<file path="src/rtl/valid_ack_arbiter.sv">
// Two-requester round-robin arbiter onto one four-phase valid/ack channel.
// Every output is registered; reset assertion is asynchronous, its release is synchronised to clk.
module valid_ack_arbiter #(
    parameter int DW = 8
) (
    input  logic          clk,
    input  logic          rstn,
    input  logic          s0_valid,
    input  logic [DW-1:0] s0_data,
    output logic          s0_ack,
    input  logic          s1_valid,
    input  logic [DW-1:0] s1_data,
    output logic          s1_ack,
    output logic          m_valid,
    output logic [DW-1:0] m_data,
    input  logic          m_ack,
    output logic          busy,
    output logic          grant,
    output logic [15:0]   xfer_cnt
);

    typedef enum logic [1:0] {
        ST_IDLE    = 2'd0,
        ST_SEND    = 2'd1,
        ST_RELEASE = 2'd2
    } state_t;

    logic [1:0]    rst_sync_r;
    logic          rst_sync_n_s;
    state_t        state_r, state_nxt_s;
    logic          win_s, any_req_s, g_valid_s;
    logic          m_valid_r, m_valid_nxt_s;
    logic [DW-1:0] m_data_r, m_data_nxt_s;
    logic          s0_ack_r, s0_ack_nxt_s;
    logic          s1_ack_r, s1_ack_nxt_s;
    logic          busy_r, busy_nxt_s;
    logic          grant_r, grant_nxt_s;
    logic          last_grant_r, last_grant_nxt_s;
    logic [15:0]   xfer_cnt_r, xfer_cnt_nxt_s;

    // Reset synchroniser: asserts immediately, releases after two clk edges.
    always_ff @(posedge clk or negedge rstn) begin
        if (!rstn) begin
            rst_sync_r <= 2'b00;
        end else begin
            rst_sync_r <= {rst_sync_r[0], 1'b1};
        end
    end

    assign rst_sync_n_s = rst_sync_r[1];
    assign any_req_s    = s0_valid | s1_valid;
    assign g_valid_s    = grant_r ? s1_valid : s0_valid;

    // Round-robin winner: on contention the requester not served last wins.
    always_comb begin
        win_s = 1'b0;
        if (s0_valid && s1_valid) begin
            win_s = ~last_grant_r;
        end else if (s1_valid) begin
            win_s = 1'b1;
        end else begin
            win_s = 1'b0;
        end
    end

    // FSM state register.
    always_ff @(posedge clk or negedge rst_sync_n_s) begin
        if (!rst_sync_n_s) begin
            state_r <= ST_IDLE;
        end else begin
            state_r <= state_nxt_s;
        end
    end

    // FSM next-state logic.
    always_comb begin
        state_nxt_s = state_r;
        case (state_r)
            ST_IDLE:    state_nxt_s = any_req_s ? ST_SEND : ST_IDLE;
            ST_SEND:    state_nxt_s = m_ack ? ST_RELEASE : ST_SEND;
            ST_RELEASE: state_nxt_s = (!m_ack && !g_valid_s) ? ST_IDLE : ST_RELEASE;
            default:    state_nxt_s = ST_IDLE;
        endcase
    end

    // FSM output logic: next values of the registered outputs.
    always_comb begin
        m_valid_nxt_s    = m_valid_r;
        m_data_nxt_s     = m_data_r;
        s0_ack_nxt_s     = s0_ack_r;
        s1_ack_nxt_s     = s1_ack_r;
        grant_nxt_s      = grant_r;
        last_grant_nxt_s = last_grant_r;
        xfer_cnt_nxt_s   = xfer_cnt_r;
        busy_nxt_s       = (state_nxt_s != ST_IDLE);
        case (state_r)
            ST_IDLE: begin
                if (any_req_s) begin
                    m_valid_nxt_s = 1'b1;
                    m_data_nxt_s  = win_s ? s1_data : s0_data;
                    grant_nxt_s   = win_s;
                end else begin
                    m_valid_nxt_s = 1'b0;
                end
            end
            ST_SEND: begin
                if (m_ack) begin
                    m_valid_nxt_s = 1'b0;
                    s0_ack_nxt_s  = ~grant_r;
                    s1_ack_nxt_s  = grant_r;
                end else begin
                    m_valid_nxt_s = 1'b1;
                end
            end
            ST_RELEASE: begin
                if (!m_ack && !g_valid_s) begin
                    s0_ack_nxt_s     = 1'b0;
                    s1_ack_nxt_s     = 1'b0;
                    last_grant_nxt_s = grant_r;
                    xfer_cnt_nxt_s   = xfer_cnt_r + 16'd1;
                end else begin
                    m_valid_nxt_s = 1'b0;
                end
            end
            default: begin
                m_valid_nxt_s = 1'b0;
                s0_ack_nxt_s  = 1'b0;
                s1_ack_nxt_s  = 1'b0;
            end
        endcase
    end

    // Output registers.
    always_ff @(posedge clk or negedge rst_sync_n_s) begin
        if (!rst_sync_n_s) begin
            m_valid_r    <= 1'b0;
            m_data_r     <= {DW{1'b0}};
            s0_ack_r     <= 1'b0;
            s1_ack_r     <= 1'b0;
            busy_r       <= 1'b0;
            grant_r      <= 1'b0;
            last_grant_r <= 1'b1;
            xfer_cnt_r   <= 16'd0;
        end else begin
            m_valid_r    <= m_valid_nxt_s;
            m_data_r     <= m_data_nxt_s;
            s0_ack_r     <= s0_ack_nxt_s;
            s1_ack_r     <= s1_ack_nxt_s;
            busy_r       <= busy_nxt_s;
            grant_r      <= grant_nxt_s;
            last_grant_r <= last_grant_nxt_s;
            xfer_cnt_r   <= xfer_cnt_nxt_s;
        end
    end

    assign m_valid  = m_valid_r;
    assign m_data   = m_data_r;
    assign s0_ack   = s0_ack_r;
    assign s1_ack   = s1_ack_r;
    assign busy     = busy_r;
    assign grant    = grant_r;
    assign xfer_cnt = xfer_cnt_r;

endmodule

</file>
<file path="config.mk">
export PLATFORM = sky130hd
export DESIGN_NAME = valid_ack_arbiter
export DESIGN_NICKNAME = d
export VERILOG_FILES = /design/src/rtl/valid_ack_arbiter.sv
export SDC_FILE = /design/constraint.sdc
export NUM_CORES = 1
export LEC_CHECK = 0
export BUFFER_PORTS_ARGS = -buffer_cell sky130_fd_sc_hd__buf_2
export CAP_MARGIN = 20
export CORE_MARGIN = 1
export CORE_UTILIZATION = 53
export DETAILED_ROUTE_END_ITERATION = 16
export PLACE_DENSITY = 0.83
export SYNTH_ARGS = -nofsm -noshare
export SYNTH_HDL_FRONTEND = slang
export SYNTH_SLANG_ARGS = --single-unit
</file>
<file path="constraint.sdc">
create_clock -name clk -period 1.6 [get_ports clk]
set_input_delay 0.32 -clock clk [delete_from_list [all_inputs] [get_ports clk]]
set_output_delay 0.32 -clock clk [all_outputs]
set_load 0.03 [all_outputs]
</file>
# Yosys cells after proc, flatten, opt, wreduce, memory -nomap -nowiden
# Index checks and enable logic that the tools add are counted.
# classes
add_sub_neg	1
multipliers	0
div_mod_pow	0
magnitude_cmp	0
eq_ne	5
n_shift	0
n_mux	17
bitwise	4
n_reduce_logical	9
# ops
operator	count
adder 16 x 1 -> 16 bit (second input constant)	1
2-to-1 mux 1 bit	10
one-hot mux 1 bit (3 select lines)	3
2-to-1 mux 8 bit	1
inequality test 2 bit (second input constant)	3
one-hot mux 2 bit (3 select lines)	1
2-to-1 mux 2 bit	2
AND reduction 2 bit	2
NOT 1 bit	3
AND reduction 3 bit	1
equality test 2 x 1 -> 1 bit (second input constant)	1
equality test 2 bit (second input constant)	1
logical AND 1 bit	2
logical NOT 1 bit	2
logical NOT 2 bit	1
nonzero test 2 bit	1
OR 1 bit	1
# totals
regBits	34
latch_bits	0
mem_bits_rw	0
mem_bits_ro	0
input_bits	21
out_inout_bits	29
n_memories	0

# Longest topological paths before layout
# depth
depth_word	6
ltp_mapped	5

# Worst setup path before layout
# OpenSTA, ideal clock, no wires.
# synth_path
path_kind	reg-to-reg
startpoint	register xfer_cnt_r[0], in the netlist xfer_cnt[0]
endpoint	register xfer_cnt_r[8], in the netlist xfer_cnt[8]
t_arrival_ns	1.469
slack_ns	-0.003
stages_incl_launch_ff	6
n_path_buf	0
path_cell_list	dfrtp_1 -> ha_1 -> nand3_1 -> and4bb_2 -> nand4_1 -> xnor2_1
# synth_between
elab_chain_cells	1
# synth_lines
element	line_no	source
start: declaration	39	logic [15:0] xfer_cnt_r, xfer_cnt_nxt_s;
start signal: assignment	152	xfer_cnt_r <= xfer_cnt_nxt_s;
adder 16 x 1 -> 16 bit	120	xfer_cnt_nxt_s = xfer_cnt_r + 16'd1;
# Every way passes these cells.
# A chain may end at the register's enable or synchronous reset.

# Worst setup path after layout
# layout_path
startpoint	register state_r[0]
endpoint	register xfer_cnt_r[8], in the netlist xfer_cnt[8]
# layout_between
elab_chain_cells	2
# layout_lines
element	line_no	source
start: declaration	30	state_t state_r, state_nxt_s;
start signal: assignment	71	state_r <= state_nxt_s;
equality test 2 bit	96	case (state_r)
AND reduction 2 bit (no source line)	n/a	
# Every way passes these cells.

==> qor.yml <==
outcome: "finished, final reports clean"
grt_overflow_total: 0
cts_tree: "yes"
wirelength_mm: 2.89
drtIter0Drc: 21
hold_path_class: "reg2async"
htreeDepth: 2
fillers: 180
finalCritPeriodShare: 0.917
ant_nets: 0
cp.required_ns: 1.83
cts-root-buf: "clkbuf_4"
dp_hpwl_mm: 2.15
antenna_cells: 0
ios: 50
ys_warn_count: 0
ys_seq_area_frac: 0.566
yosys_register_bits: 34
r2r_cells: 4
period_needed_ns: 1.47
synth_nets: 160
num-nets-final: 219
setup_violations: 0
synth_area_leader_cell: "dfrtp_1"
insertion_delay_ns: 0.34
skew_ns: 0.00975
r2r_setup_slack_ns: 0.13
fin_hold_ws_ns: 0.167
antenna_found_initial: 0
grt_pass1_wl_mm: 5.12
crit_path_end_kind: "flip-flop"
leakagePower_nw: 1.00
via_count: 1216
yosysTopAreaCellShare: 0.548
fmax_mhz: 682
fp.dieArea_um2: 3060
drc: 0
cap_violations: 0
avgSynthCellArea_um2: 10.9
drt-pass1-iter-count: 4
path_class: "reg2reg"
layout-drive-gt1-share: 0.348
rows: 18
worst_setup_path_start_kind: "flip-flop"
synth.area.top_cells: "dfrtp_1, xnor2_1, nand2_1, mux2i_1, o21ai_0"
layout_commonest_cell: "buf_2"
rsz0062_at_grt: "no"
r2r-start: "state_r[0]"
clockBufferDepth: 2
r2r-end: "xfer_cnt[8]"
final_cell_mix: "buf_2, dfrtp_1, nand2_1, o21ai_0, xnor2_1"
crit_start: "state_r[0]"
path_clk_slew_ns: 0.10
place_congestion: 0.894
p_per_area_nw_per_um2: 1530
synthCells: 138
grt_pass1_vias: 1208
die_h_um: 55.3
clock_sinks: 34
grt.total_usage: 0.216
wire_per_inst_um: 12.7
cts_buffers: 5
die_w_um: 55.3
maxSlewViolCount: 0
routed_via_density: 5.33
crit_arrival_ns: 1.70
ys_types: 30
irDropWorstVdd_mv: 1.30
hold_viol: 0
area_growth_syn_to_layout_pct: 25.8
syn_area_um2: 1510
fin_tns_setup_ns: 0
critPathMaxFanout: 7
grt_max_degree: 25
portBuffers: 49
start_util: 0.582
design.core.area_um2: 2590
sequential cells by signal (all words and copies together), names as in the netlist:
| signal | flops |
|---|---|
| last_grant_r | 1 |
| rst_sync_r | 2 |
| s0_ack | 1 |
| busy | 1 |
| xfer_cnt | 16 |
| m_valid | 1 |
| state_r | 2 |
| grant | 1 |
| m_data | 8 |
| s1_ack | 1 |
per-layer routing:
metal	part of all wire	routed length [um]	up-vias	track usage
met2	0.51	1460	54	0.358
li1	-	-	588	-
met5	0	0	-	0
met1	0.42	1200	568	0.250
met3	0.061	176	6	0.0562
met4	0.016	47	0	0.129
logic make-up (layout without fill, tap and decap cells):
logic type / count (synthesis) / after routing / synth area share
compound gates: 17 / 17 / 0.0598
buf+inv: 6 / 66 / 0.0174
fa+ha+maj: 1 / 1 / 0.00830
other cells: 1 / 1 / 0.00249
simple gates: 54 / 54 / 0.189
mux: 10 / 10 / 0.0698
flops: 34 / 34 / 0.566
xor+xnor: 15 / 15 / 0.0872
repair_timing:
| action | in CTS | in global routing |
|---|---|---|
| hold buffers | 1 | 0 |
| buffers inserted | 0 | 0 |
| endpoints found under the hold margin | 2 | 0 |
| resized for setup | 0 | 0 |
cell type report:
type | instances | area [um^2] | share of cell area
Timing Repair Buffer | 55 | 305 | 0.161
Tap cell | 30 | 37.5 | 0.0198
Clock buffer | 7 | 55.1 | 0.0290
Inverter | 3 | 11.3 | 0.00594
Clock inverter | 1 | 5.00 | 0.00264
Sequential cell | 34 | 853 | 0.450
Multi-Input combinational cell | 98 | 628 | 0.331
worst max-delay path: stages (launching register included):
cell	delay (ns)
dfrtp_1	0.47
nor3b_4	0.28
and4bb_2	0.33
nand4_1	0.13
xnor2_1	0.15
cells in the mapped netlist:
cell type and n:
and2_1 1, dfrtp_1 33, nand2_1 25, nor2_1 7, o21ai_0 11, inv_1 3, dfstp_2 1, nor3_1 2
mux2i_2 1, and3_1 2, o21ai_1 1, nand3_1 6, buf_2 3, and4bb_2 1, a21boi_0 1, mux2i_1 8
conb_1 1, a21o_1 1, nand2b_1 1, nand4_1 3, nand4_2 1, ha_1 1, nor3b_1 1, xor2_1 4
nor3b_4 1, a21oi_1 3, nor4_2 1, mux2_2 1, and4_1 2, xnor2_1 11
report_power, final:
group	internal [W]	total, W	switching (W)
clock network	0.000213	0.000489	0.000277
logic	0.000390	0.00112	0.000735
registers	0.00110	0.00128	0.000183
how the worst max path moves through the flow:
stage | slack [ns] | endpoint
6_report | 0.13 | xfer_cnt[8]
5_1_grt | 0.01 | xfer_cnt[8]
4_1_cts | 0.14 | xfer_cnt[8]
3_5_place_dp | 0.14 | xfer_cnt[8]
3_3_place_gp | 0.20 | xfer_cnt[8]
2_1_floorplan | 0.003 | xfer_cnt[8]
stage by stage:
stage | setup WS (ns) | area [um^2] | power [W] | std cells | util
after CTS | 0.137 | 1900 | 0.00292 | 228 | 0.732
after global placement | 0.197 | 1830 | 0.00239 | 219 | 0.705
after detailed placement | 0.136 | 1830 | 0.00243 | 219 | 0.705
after global routing | 0.0144 | 1900 | 0.00308 | 228 | 0.732
after floorplan | 0.00324 | 1510 | 0.00206 | 138 | -
final | 0.133 | 1900 | 0.00290 | 228 | 0.732
Power figures use the tool's default switching activity.
